## src/rtl/rf_commit_controller_pkg.sv

```systemverilog
// Shared types and constants for the RF commit controller and its commit buffer.
package rf_commit_controller_pkg;

  localparam int unsigned RoB_WIDTH    = 8;
  localparam int unsigned EX_REG_WIDTH = 6;

  // Extended register id whose MSB alone is set marks "no destination".
  localparam logic [EX_REG_WIDTH-1:0] NON_REG = {1'b1, {(EX_REG_WIDTH-1){1'b0}}};

  typedef enum logic [1:0] {
    StRun,
    StFlush,
    StRecover
  } cc_state_e;

  typedef struct packed {
    logic [RoB_WIDTH-1:0]    rob_index;
    logic [EX_REG_WIDTH-1:0] rd;
    logic [31:0]             value;
    logic                    is_branch;
    logic                    mispredict;
    logic [31:0]             target_pc;
  } commit_entry_t;

endpackage

```

## src/rtl/rf_commit_controller_commit_fifo.sv

```systemverilog
// Synchronous commit buffer with push, pop and a clear that overrides a same-edge push.
module rf_commit_controller_commit_fifo
  import rf_commit_controller_pkg::*;
#(
  parameter int unsigned Depth = 4,
  localparam int unsigned PtrW = $clog2(Depth)
) (
  input  logic          Sys_clk,
  input  logic          Sys_rst,
  input  logic          push,
  input  logic          pop,
  input  logic          clear,
  input  commit_entry_t push_entry,
  output commit_entry_t head_entry,
  output logic          full,
  output logic          empty
);

  commit_entry_t   mem_q [Depth];
  logic [PtrW-1:0] wr_ptr_q, wr_ptr_d;
  logic [PtrW-1:0] rd_ptr_q, rd_ptr_d;
  logic [PtrW:0]   count_q, count_d;

  assign head_entry = mem_q[rd_ptr_q];
  assign full       = (count_q == (PtrW+1)'(Depth));
  assign empty      = (count_q == '0);

  always_comb begin
    wr_ptr_d = wr_ptr_q;
    rd_ptr_d = rd_ptr_q;
    count_d  = count_q;
    if (clear) begin
      wr_ptr_d = '0;
      rd_ptr_d = '0;
      count_d  = '0;
    end else begin
      // Depth is a power of two, so pointers wrap by natural overflow.
      if (push) wr_ptr_d = wr_ptr_q + PtrW'(1);
      if (pop)  rd_ptr_d = rd_ptr_q + PtrW'(1);
      unique case ({push, pop})
        2'b10:   count_d = count_q + (PtrW+1)'(1);
        2'b01:   count_d = count_q - (PtrW+1)'(1);
        default: count_d = count_q;
      endcase
    end
  end

  always_ff @(posedge Sys_clk or posedge Sys_rst) begin
    if (Sys_rst) begin
      wr_ptr_q <= '0;
      rd_ptr_q <= '0;
      count_q  <= '0;
    end else begin
      wr_ptr_q <= wr_ptr_d;
      rd_ptr_q <= rd_ptr_d;
      count_q  <= count_d;
    end
  end

  always_ff @(posedge Sys_clk) begin
    if (push && !clear) mem_q[wr_ptr_q] <= push_entry;
  end

endmodule

```

## src/rtl/rf_commit_controller.sv

```systemverilog
// Commit sequencer between RoB head and RF: one commit per cycle, flush on mispredict.
// Defining RF_COMMIT_PERF_EN adds the CC_branch_cnt / CC_mispredict_cnt outputs.
module rf_commit_controller
  import rf_commit_controller_pkg::*;
#(
  parameter int unsigned FIFO_DEPTH     = 4,
  parameter int unsigned RECOVER_CYCLES = 2
) (
  input  logic                    Sys_clk,
  input  logic                    Sys_rst,
  input  logic                    Sys_rdy,
  input  logic                    RoBCC_valid,
  output logic                    RoBCC_ready,
  input  logic [RoB_WIDTH-1:0]    RoBCC_RoB_index,
  input  logic [EX_REG_WIDTH-1:0] RoBCC_rd,
  input  logic [31:0]             RoBCC_value,
  input  logic                    RoBCC_is_branch,
  input  logic                    RoBCC_mispredict,
  input  logic [31:0]             RoBCC_target_pc,
  output logic                    CCRF_en,
  output logic [RoB_WIDTH-1:0]    CCRF_RoB_index,
  output logic [EX_REG_WIDTH-1:0] CCRF_rd,
  output logic [31:0]             CCRF_value,
  output logic                    CCRF_pre_judge,
  output logic                    CC_flush,
  output logic [31:0]             CC_flush_pc,
  output logic [31:0]             CC_commit_cnt
`ifdef RF_COMMIT_PERF_EN
  ,
  output logic [31:0]             CC_branch_cnt,
  output logic [31:0]             CC_mispredict_cnt
`endif
);

  localparam int unsigned RecW = (RECOVER_CYCLES > 1) ? $clog2(RECOVER_CYCLES) : 1;

  cc_state_e     state_q, state_d;
  logic [RecW-1:0] rec_cnt_q, rec_cnt_d;

  commit_entry_t in_entry, head;
  logic          fifo_full, fifo_empty;
  logic          run, push, pop, mispredict_pop;

  assign in_entry = '{
    rob_index:  RoBCC_RoB_index,
    rd:         RoBCC_rd,
    value:      RoBCC_value,
    is_branch:  RoBCC_is_branch,
    mispredict: RoBCC_mispredict,
    target_pc:  RoBCC_target_pc
  };

  assign run            = Sys_rdy && (state_q == StRun);
  assign RoBCC_ready    = run && !fifo_full;
  assign push           = RoBCC_valid && RoBCC_ready;
  assign pop            = run && !fifo_empty;
  // Mispredict is only meaningful on a branch entry.
  assign mispredict_pop = pop && head.is_branch && head.mispredict;

  rf_commit_controller_commit_fifo #(
    .Depth (FIFO_DEPTH)
  ) u_commit_fifo (
    .Sys_clk    (Sys_clk),
    .Sys_rst    (Sys_rst),
    .push       (push),
    .pop        (pop),
    .clear      (mispredict_pop),
    .push_entry (in_entry),
    .head_entry (head),
    .full       (fifo_full),
    .empty      (fifo_empty)
  );

  always_comb begin
    state_d   = state_q;
    rec_cnt_d = rec_cnt_q;
    if (Sys_rdy) begin
      unique case (state_q)
        StRun: begin
          if (mispredict_pop) state_d = StFlush;
        end
        StFlush: begin
          state_d   = StRecover;
          rec_cnt_d = RecW'(RECOVER_CYCLES - 1);
        end
        StRecover: begin
          if (rec_cnt_q == '0) state_d = StRun;
          else                 rec_cnt_d = rec_cnt_q - RecW'(1);
        end
        default: state_d = StRun;
      endcase
    end
  end

  always_ff @(posedge Sys_clk or posedge Sys_rst) begin
    if (Sys_rst) begin
      state_q   <= StRun;
      rec_cnt_q <= '0;
    end else begin
      state_q   <= state_d;
      rec_cnt_q <= rec_cnt_d;
    end
  end

  // Pulse outputs fall back to idle on every edge without a pop; payload holds.
  always_ff @(posedge Sys_clk or posedge Sys_rst) begin
    if (Sys_rst) begin
      CCRF_en        <= 1'b0;
      CCRF_RoB_index <= '0;
      CCRF_rd        <= '0;
      CCRF_value     <= '0;
      CCRF_pre_judge <= 1'b1;
      CC_flush       <= 1'b0;
      CC_flush_pc    <= '0;
      CC_commit_cnt  <= '0;
    end else begin
      CCRF_en        <= pop;
      CCRF_pre_judge <= !mispredict_pop;
      CC_flush       <= mispredict_pop;
      if (pop) begin
        CCRF_RoB_index <= head.rob_index;
        CCRF_rd        <= head.is_branch ? NON_REG : head.rd;
        CCRF_value     <= head.value;
        CC_commit_cnt  <= CC_commit_cnt + 32'd1;
      end
      if (mispredict_pop) CC_flush_pc <= head.target_pc;
    end
  end

`ifdef RF_COMMIT_PERF_EN
  always_ff @(posedge Sys_clk or posedge Sys_rst) begin
    if (Sys_rst) begin
      CC_branch_cnt     <= '0;
      CC_mispredict_cnt <= '0;
    end else begin
      if (pop && head.is_branch) CC_branch_cnt     <= CC_branch_cnt + 32'd1;
      if (mispredict_pop)        CC_mispredict_cnt <= CC_mispredict_cnt + 32'd1;
    end
  end
`endif

endmodule
```

## config.mk

```make
export PLATFORM = sky130hd
export DESIGN_NAME = rf_commit_controller
export DESIGN_NICKNAME = d
export VERILOG_FILES = /design/src/rtl/rf_commit_controller_pkg.sv /design/src/rtl/rf_commit_controller_commit_fifo.sv /design/src/rtl/rf_commit_controller.sv
export SDC_FILE = /design/constraint.sdc
export NUM_CORES = 1
export LEC_CHECK = 0
export CAP_MARGIN = 10
export CORE_MARGIN = 1
export CORE_UTILIZATION = 25
export CTS_CLUSTER_SIZE = 24
export DETAILED_ROUTE_END_ITERATION = 7
export MAX_ROUTING_LAYER = met4
export PLACE_DENSITY_LB_ADDON = 0.25
export SYNTH_ARGS = -nofsm -noshare
export SYNTH_HDL_FRONTEND = slang
export SYNTH_SLANG_ARGS = --single-unit
export TNS_END_PERCENT = 1
```

## constraint.sdc

```tcl
create_clock -name Sys_clk -period 12.4 [get_ports Sys_clk]
set_clock_uncertainty 0.1 [all_clocks]
set_input_delay 2.48 -clock Sys_clk [delete_from_list [all_inputs] [get_ports Sys_clk]]
set_output_delay 2.48 -clock Sys_clk [all_outputs]
set_load 0.02 [all_outputs]
```

==> impl_metrics.env, run 1 <==
export IMPL_worst_vdd_ir_mv=0.0913
export IMPL_crit_path_start_kind="input pin"
export IMPL_fp_dieW_um=260
export IMPL_finalCritPeriodShare_pct=54.8
export IMPL_drv_max_cap_violation_count=0
export IMPL_dieArea_um2=67500
export IMPL_ys_async_sr_fraction_pct=27.8
export IMPL_ys_warn_count=0
export IMPL_start_to_end_type_of_the_worst_setup_path="in -> out"
export IMPL_synth_net_count=1046
export IMPL_worst_ep_arrival_time_ns=4.22
export IMPL_fp_dieH_um=260
export IMPL_crit_path_end_kind="output pin"
export IMPL_cp_cell_sequence="clkdlybuf4s50_1 -> nand2_1 -> a21oi_1 -> clkdlybuf4s50_1"
export IMPL_final_period_minus_worst_setup_slack_ns=6.80
export IMPL_fmaxAchievable_mhz=147
export IMPL_fin_area_um2=21200
export IMPL_per_cell_routed_wire_length_um=19.5
export IMPL_cts_max_path_buffers=3
export IMPL_core_region_area_um2=65700
export IMPL_areaGrowthSynthToFinish_pct=27.4
export IMPL_cp_required_ns=9.82
export IMPL_worst_path_most_repeated_cell="clkdlybuf4s50_1"
export IMPL_hold_class="reg -> reg"
export IMPL_cts_setup_buffers=0
export IMPL_critical_path_max_stage_delay_ns=0.71
export IMPL_drive_above_1_share_pct=14.8
export IMPL_synth_seq_cells=443
export IMPL_synth_sequential_area_ratio_pct=76.4
export IMPL_wirelength_um=40500
export IMPL_final_net_count=1265
export IMPL_placed_area_um2=19600
export IMPL_timing_critical_path_fanout_max=6
export IMPL_number_of_global_route_vias_before_repair=9364
export IMPL_final_cell_mix="320 x edfxtp_1, 255 x nand2_1, 197 x clkdlybuf4s50_1"
export IMPL_slowest_stage="clkdlybuf4s50_1"
export IMPL_hold_ws_ns=0.374
export IMPL_cts_root_buffer="clkbuf_16"
export IMPL_static_leakage_power_nw=7.60
export IMPL_grt_antenna_before_repair=5
export IMPL_synth_cells=952
export IMPL_final_common_cell="edfxtp_1"
export IMPL_post_synth_cell_area_avg_um2=17.5
export IMPL_detailedRoute_firstIterationViolations=520
export IMPL_hold_buffer_count_at_cts=0
export IMPL_hpwlAfterDp_um=24300
export IMPL_hold_viol=0
export IMPL_cell_row_count=94
export IMPL_numPortBuffers=197
export IMPL_grt_start_max_net_pins=72
export IMPL_cp_buffers_inverters=2
export IMPL_power_per_cell_area_nw_per_um2=218
export IMPL_tritoncts_num_buffers=48
export IMPL_drtPass1Iterations=5
export IMPL_globalplace_congestion=0.694
export IMPL_yosys_cell_types_count=36
export IMPL_setup_repair_after_global_routing_missed_its_margin="false"
export IMPL_total_grt_overflow=0
export IMPL_clkSinkCount=443
export IMPL_synth_top_flop_cell="edfxtp_1"
export IMPL_insertion_delay_ns=0.58
export IMPL_final_cell_count_no_fill=2080
export IMPL_tritoncts="yes"
export IMPL_drc=0
export IMPL_vias_per_cell=4.20
export IMPL_start_util_pct=25.3
export IMPL_clk_pin_slew_ns=0.06
export IMPL_syn_cell_area_um2=16600
export IMPL_placedCellCount=1985
export IMPL_synth_enable_flop_cells=320
export IMPL_cts_resized_gates=0
export IMPL_io_pins=198
export IMPL_filler_cells=6318
export IMPL_setup_viol=0
export IMPL_cts_htree_levels=2
export IMPL_slew_of_the_pin_with_the_lowest_slew_margin_ns=0.987
export IMPL_max_slew_margin_rel_pct=34.2
export IMPL_tns_setup_ns=0
export IMPL_critical_path_top_delay_family="buffers and inverters"
export IMPL_route_vias_total=8745
export IMPL_run_status="completed"
export IMPL_grt_pass1_wl_um=60600
export IMPL_ant_nets=0
export IMPL_slew_viol_final=0
export IMPL_gr_usage_all_layers_pct=12.5
## layer usage
layer	GRT usage (%)	up-vias	part of all wire, %
li1	-	3978	-
met3	3.02	54	5.0
met4	3.12	0	1.7
met2	20.2	182	49
met5	-	-	0
met1	15.6	4531	44
## stage by stage
stage / worst slack (ns) / utilization [%] / total power [mW]
finish: 5.60 / 32.2 / 4.62
global route: 5.50 / 32.2 / 4.87
CTS: 5.61 / 32.2 / 4.72
detailed placement: 5.62 / 29.8 / 3.26
global placement: 5.67 / 29.8 / 3.25
floorplan: 6.55 / - / 2.72
## final timing paths
check	from	endpoint	slack (ns)	cells after the start
max	Sys_rdy	RoBCC_ready	5.60	4
min in group asynchronous	Sys_rst	CC_flush$_DFF_PP0_	2.27	2
min	CCRF_value[16]$_DFFE_PP0P_	CCRF_value[16]$_DFFE_PP0P_	0.37	2
max reg2reg	u_commit_fifo.rd_ptr_q[1]$_DFFE_PP0P_	u_commit_fifo.mem_q[0][49]$_DFFE_PP_	7.26	7
max in group asynchronous	Sys_rst	CCRF_value[4]$_DFFE_PP0P_	8.55	3
min reg2reg	CCRF_value[16]$_DFFE_PP0P_	CCRF_value[16]$_DFFE_PP0P_	0.37	2
## synthesized netlist by cell type, drive strengths merged (2+ instances only)
cell / count / share of area, %
a21oi: 4 / 0.14
and2: 4 / 0.15
and3: 4 / 0.15
and4: 2 / 0.11
buf: 24 / 0.71
clkbuf: 13 / 0.29
dfrtp: 122 / 18
edfxtp: 320 / 58
ha: 9 / 0.68
inv: 8 / 0.18
mux2: 2 / 0.14
mux4: 80 / 11
nand2: 255 / 5.8
nand3: 16 / 0.59
nand3b: 5 / 0.23
nand4: 10 / 0.38
nor2: 21 / 0.47
nor3: 5 / 0.22
nor4: 2 / 0.26
o21ai: 3 / 0.090
xnor2: 24 / 1.3
xor2: 11 / 0.58
## flip-flops by register name, summed over array words and instances (netlist names)
register and count:
CCRF_RoB_index 8, CCRF_en 1, CCRF_pre_judge 1, CCRF_rd 6, CCRF_value 32, CC_commit_cnt 32, CC_flush 1, CC_flush_pc 32
rec_cnt_q 1, state_q 2, u_commit_fifo.count_q 3, u_commit_fifo.mem_q 320, u_commit_fifo.rd_ptr_q 2, u_commit_fifo.wr_ptr_q 2
## cell families (layout without fill, tap and decap cells)
kind of cell | Yosys count | after routing | share of synthesized area [%]
flops | 443 | 443 | 76.4
mux | 83 | 83 | 11.0
other cells | 0 | 5 | 0
buf+inv | 45 | 304 | 1.18
simple gates | 326 | 326 | 8.39
compound gates | 10 | 10 | 0.399
fa+ha+maj | 10 | 10 | 0.798
xor+xnor | 35 | 35 | 1.84
## tightest hold or removal path, delay by kind of cell (launching register included)
| family | cells | cell delay, ns |
|---|---|---|
| flops | 1 | 0.34 |
| simple gates | 2 | 0.10 |
## layout make-up
type,instances,area [um^2],share of cell area (%)
Tap cell,864,1080,5.10
Sequential cell,443,12700,60.0
Multi-Input combinational cell,464,3740,17.7
Antenna cell,5,12.5,0.0591
Inverter,8,35.0,0.165
Clock buffer,62,1280,6.07
Clock inverter,28,284,1.34
Timing Repair Buffer,206,2040,9.63
## where the power goes
part	switching (mW)	internal (mW)	total (mW)
clock	0.592	0.839	1.43
combinational	0.623	0.568	1.19
sequential	0.191	1.81	2.00
Note: power is estimated with default switching activity, not from simulation.
==> run 2, diff against run 1 <==
clock period = 6.1 ns   (was 12.4 ns; I/O delays follow)
==> run 2 against run 1 <==
Flip-flop and latch count did not move. Final area rose by 0.31%. Power rose by 100%. Via count barely moved. Clock power rose by 99%. Critical path type unchanged.
==> impl_metrics.env, run 2 (same netlist as run 1, synthesis figures left out) <==
export IMPL_slowest_stage="clkdlybuf4s50_1"
export IMPL_clk_pin_slew_ns=0.06
export IMPL_setup_repair_after_global_routing_missed_its_margin="false"
export IMPL_static_leakage_power_nw=7.62
export IMPL_cp_cell_sequence="clkdlybuf4s50_1 -> nand2_1 -> a21oi_1 -> clkdlybuf4s50_1"
export IMPL_drv_max_cap_violation_count=0
export IMPL_cts_setup_buffers=0
export IMPL_timing_critical_path_fanout_max=6
export IMPL_drtPass1Iterations=4
export IMPL_final_net_count=1268
export IMPL_detailedRoute_firstIterationViolations=460
export IMPL_hold_viol=0
export IMPL_gr_usage_all_layers_pct=12.4
export IMPL_wirelength_um=40200
export IMPL_setup_viol=0
export IMPL_finalCritPeriodShare_pct=70.7
export IMPL_swShare_pct=30.7
export IMPL_largest_register="u_commit_fifo.mem_q"
export IMPL_pwr_share_comb_pct=26.7
export IMPL_switching_power_mw=2.87
export IMPL_per_cell_routed_wire_length_um=19.2
export IMPL_timing_hold_worst_path_depth=2
export IMPL_drive_above_1_share_pct=15.3
export IMPL_cts_htree_levels=2
export IMPL_slew_viol_final=0
export IMPL_hpwlAfterDp_um=23300
export IMPL_worst_ep_arrival_time_ns=2.99
export IMPL_run_status="completed"
export IMPL_number_of_global_route_vias_before_repair=9300
export IMPL_final_period_minus_worst_setup_slack_ns=4.31
export IMPL_drc=0
export IMPL_cts_max_path_buffers=3
export IMPL_insertion_delay_ns=0.58
export IMPL_areaGrowthSynthToFinish_pct=27.8
export IMPL_total_grt_overflow=0
export IMPL_filler_cells=6329
export IMPL_route_vias_total=8739
export IMPL_numPortBuffers=197
export IMPL_start_to_end_type_of_the_worst_setup_path="in -> out"
export IMPL_largest_register_ffs=320
export IMPL_hold_buffer_count_at_cts=0
export IMPL_clkSinkCount=443
export IMPL_io_pins=198
export IMPL_cp_required_ns=4.78
export IMPL_crit_path_end_kind="output pin"
export IMPL_tritoncts="yes"
export IMPL_ant_nets=0
export IMPL_cell_row_count=94
export IMPL_tritoncts_num_buffers=48
export IMPL_final_common_cell="edfxtp_1"
export IMPL_hold_class="reg -> reg"
export IMPL_start_util_pct=25.3
export IMPL_power_share_sequential_pct=42.8
export IMPL_fp_dieH_um=260
export IMPL_core_region_area_um2=65700
export IMPL_final_cell_mix="320 x edfxtp_1, 255 x nand2_1, 197 x clkdlybuf4s50_1"
export IMPL_slew_of_the_pin_with_the_lowest_slew_margin_ns=0.874
export IMPL_globalplace_congestion=0.723
export IMPL_intPower_mw=6.47
export IMPL_crit_path_start_kind="input pin"
export IMPL_fmaxAchievable_mhz=232
export IMPL_grt_antenna_before_repair=8
export IMPL_dieArea_um2=67500
export IMPL_grt_start_max_net_pins=62
export IMPL_tns_setup_ns=0
export IMPL_cts_resized_gates=0
export IMPL_total_power_mw=9.35
export IMPL_cts_root_buffer="clkbuf_16"
export IMPL_hold_ws_ns=0.374
export IMPL_power_per_cell_area_nw_per_um2=440
export IMPL_worst_path_most_repeated_cell="clkdlybuf4s50_1"
export IMPL_worst_vdd_ir_mv=0.188
export IMPL_max_slew_margin_rel_pct=41.7
export IMPL_critical_path_max_stage_delay_ns=0.70
export IMPL_power_clock_fraction_pct=30.5
export IMPL_r2r_cells=6
export IMPL_fp_dieW_um=260
export IMPL_grt_pass1_wl_um=60400
export IMPL_vias_per_cell=4.19
==> run 2: cell count changes in the layout (fill, tap and decap cells not counted), sizes merged <==
cell,delta
clkinvlp,+1
bufinv,-3
clkinv,-1
buf,+3
clkbuf,+2
diode,+4
inv,+1
==> run 2: final timing paths <==
| check | from | slack, ns | endpoint |
|---|---|---|---|
| max in group asynchronous | Sys_rst | 3.76 | CCRF_rd[4]$_DFFE_PP0P_ |
| setup reg to reg | u_commit_fifo.rd_ptr_q[0]$_DFFE_PP0P_ | 2.40 | u_commit_fifo.mem_q[0][68]$_DFFE_PP_ |
| min in group asynchronous | Sys_rst | 1.06 | CCRF_RoB_index[2]$_DFFE_PP0P_ |
| setup / recovery | Sys_rdy | 1.79 | RoBCC_ready |
| hold / removal | CCRF_RoB_index[0]$_DFFE_PP0P_ | 0.37 | CCRF_RoB_index[0]$_DFFE_PP0P_ |
| hold reg to reg | CCRF_RoB_index[0]$_DFFE_PP0P_ | 0.37 | CCRF_RoB_index[0]$_DFFE_PP0P_ |
==> run 2: cell type report <==
| class | instances | area [um^2] | share of cell area, % |
|---|---|---|---|
| clock buffer | 64 | 1330 | 6.27 |
| tap | 864 | 1080 | 5.09 |
| sequential | 443 | 12700 | 59.8 |
| antenna | 9 | 22.5 | 0.106 |
| clock inverter | 26 | 219 | 1.03 |
| inverter | 8 | 35.0 | 0.165 |
| timing repair buffer | 209 | 2110 | 9.94 |
| multi-input combinational | 464 | 3740 | 17.6 |
==> run 2: worst max-delay path: cells and delay by family <==
family | cells | cell delay (ns)
buffers and inverters | 2 | 1.29
AO/OA/AOI/OAI | 1 | 0.37
AND/OR/NAND/NOR | 1 | 0.12
==> run 2: metal layers <==
layer	track usage (%)	part of all wire, %	vias up
li1	-	-	3988
met1	15.7	45	4499
met2	19.6	48	194
met3	3.11	5.5	58
met4	3.56	1.9	0
met5	-	0	-
==> run 2: power groups by stage <==
stage          Clock [mW]  Combinational (mW)  Sequential (mW)
2_1_floorplan           0                1.29             4.23
3_3_place_gp            0                2.57             4.07
3_5_place_dp            0                2.57             4.07
4_1_cts              2.96                2.57             4.02
5_1_grt              3.08                2.73             4.07
6_report             2.85                2.49             4.00
==> run 2: per-stage QoR <==
stage	instances	utilization, %	area (um^2)	worst slack, ns
after floorplan	952	-	16600	1.51
after global placement	1988	29.9	19700	1.76
after detailed placement	1988	29.9	19700	1.69
after CTS	2078	32.3	21200	1.75
after global routing	2086	32.3	21200	1.61
final	2087	32.3	21200	1.79
==> run 3, diff against run 2 <==
clock period = 4.2 ns   (was 6.1 ns; I/O delays follow)
==> run 3 against run 2 <==
Clock-buffer cell count rose by 4. Power rose by 47%. Final area rose by 0.57%. Critical endpoint unchanged. Combinational power rose by 48%. Register-to-register slack got worse by 1.3 ns.
==> impl_metrics.env, run 3 (same netlist as run 1, synthesis figures left out) <==
export IMPL_run_status="completed"
export IMPL_grt_antenna_before_repair=2
export IMPL_crit_path_end_kind="output pin"
export IMPL_crit_path_start_kind="input pin"
export IMPL_final_period_minus_worst_setup_slack_ns=3.64
export IMPL_cts_root_buffer="clkbuf_16"
export IMPL_hpwlAfterDp_um=25200
export IMPL_gr_usage_all_layers_pct=12.5
export IMPL_start_util_pct=25.3
export IMPL_finalCritPeriodShare_pct=86.6
export IMPL_final_common_cell="edfxtp_1"
export IMPL_swShare_pct=30.4
export IMPL_clk_pin_slew_ns=0.06
export IMPL_worst_ep_arrival_time_ns=2.70
export IMPL_ant_nets=0
export IMPL_final_net_count=1277
export IMPL_total_grt_overflow=0
export IMPL_areaGrowthSynthToFinish_pct=28.5
export IMPL_setup_repair_after_global_routing_missed_its_margin="false"
export IMPL_final_cell_mix="320 x edfxtp_1, 255 x nand2_1, 197 x clkdlybuf4s50_1"
export IMPL_cts_htree_levels=2
export IMPL_fmaxAchievable_mhz=275
export IMPL_hold_class="reg -> reg"
export IMPL_core_region_area_um2=65700
export IMPL_cts_max_path_buffers=3
export IMPL_hold_buffer_count_at_cts=0
export IMPL_drive_above_1_share_pct=15.3
export IMPL_hold_viol=0
export IMPL_dieArea_um2=67500
export IMPL_io_pins=198
export IMPL_grtUsageMet1_pct=16.5
export IMPL_cell_row_count=94
export IMPL_hold_ws_ns=0.370
export IMPL_cp_required_ns=3.26
export IMPL_number_of_global_route_vias_before_repair=9389
export IMPL_placedCellCount=1996
export IMPL_fp_dieW_um=260
export IMPL_final_cell_count_no_fill=2089
export IMPL_grt_start_max_net_pins=60
export IMPL_wirelength_um=40600
export IMPL_vias_per_cell=4.18
export IMPL_tritoncts="yes"
export IMPL_per_cell_routed_wire_length_um=19.4
export IMPL_tritoncts_num_buffers=49
export IMPL_clkSinkCount=443
export IMPL_detailedRoute_firstIterationViolations=499
export IMPL_fp_dieH_um=260
export IMPL_insertion_delay_ns=0.58
export IMPL_cts_resized_gates=0
export IMPL_pwr_share_comb_pct=27.0
export IMPL_gr_max_usage_layer="met2"
export IMPL_drv_max_cap_violation_count=0
export IMPL_cts_setup_buffers=0
export IMPL_drc=0
export IMPL_power_share_sequential_pct=42.2
export IMPL_worst_vdd_ir_mv=0.334
export IMPL_timing_critical_path_fanout_max=6
export IMPL_slew_of_the_pin_with_the_lowest_slew_margin_ns=0.920
export IMPL_numPortBuffers=197
export IMPL_power_clock_fraction_pct=30.8
export IMPL_tns_setup_ns=0
export IMPL_start_to_end_type_of_the_worst_setup_path="in -> out"
export IMPL_globalplace_congestion=0.704
export IMPL_total_power_mw=13.7
export IMPL_drtPass1Iterations=4
export IMPL_max_slew_margin_rel_pct=38.6
export IMPL_power_per_cell_area_nw_per_um2=641
export IMPL_static_leakage_power_nw=7.69
export IMPL_switching_power_mw=4.16
export IMPL_gr_usage_met2_pct=19.5
export IMPL_slew_viol_final=0
export IMPL_groute_layer_met3_usage_pct=2.80
export IMPL_largest_register_ffs=320
export IMPL_intPower_mw=9.54
export IMPL_largest_register="u_commit_fifo.mem_q"
export IMPL_grt_pass1_wl_um=61100
export IMPL_setup_viol=0
export IMPL_route_vias_total=8726
run 3: area by class of cell:
cell class	count	area, um^2
inverter	8	33.8
multi-input combinational	464	3740
sequential	443	12700
antenna	2	5.00
timing repair buffer	217	2230
fill	6330	44400
clock inverter	23	220
tap	864	1080
clock buffer	68	1350
run 3: power groups by stage:
stage	clock network, mW	logic [mW]	registers (mW)
final	4.22	3.69	5.78
after global routing	4.51	4.04	5.87
after CTS	4.37	3.82	5.80
after detailed placement	0	3.80	5.88
after global placement	0	3.80	5.88
after floorplan	0	1.87	6.15
run 3: worst paths after layout:
| check | end | from | cells after the start | slack [ns] |
|---|---|---|---|---|
| hold reg to reg | CCRF_value[9]$_DFFE_PP0P_ | CCRF_value[9]$_DFFE_PP0P_ | 2 | 0.37 |
| setup / recovery | RoBCC_ready | Sys_rdy | 4 | 0.56 |
| hold / removal | CCRF_value[9]$_DFFE_PP0P_ | CCRF_value[9]$_DFFE_PP0P_ | 2 | 0.37 |
| setup reg to reg | CC_commit_cnt[27]$_DFFE_PP0P_ | state_q[0]$_DFFE_PP0P_ | 9 | 1.12 |
| min in group asynchronous | CCRF_RoB_index[5]$_DFFE_PP0P_ | Sys_rst | 2 | 0.71 |
| max in group asynchronous | u_commit_fifo.rd_ptr_q[0]$_DFFE_PP0P_ | Sys_rst | 3 | 2.39 |
run 3: stage by stage:
step / cell area (um^2) / util [%] / setup slack, ns
finish: 21400 / 32.5 / 0.561
global placement: 19800 / 30.1 / 0.448
CTS: 21400 / 32.5 / 0.578
floorplan: 16600 / - / 0.0349
global route: 21400 / 32.5 / 0.424
detailed placement: 19800 / 30.1 / 0.395
run 3: critical path, cell delays in order:
cell and delay [ns]:
clkdlybuf4s50_1 0.58, nand2_1 0.11, a21oi_1 0.41, clkdlybuf4s50_1 0.75
run 3: routing by layer:
metal,wire length (um),up-vias
met5,0,-
met4,762,0
met2,19100,202
li1,-,3987
met1,18500,4480
met3,2200,57
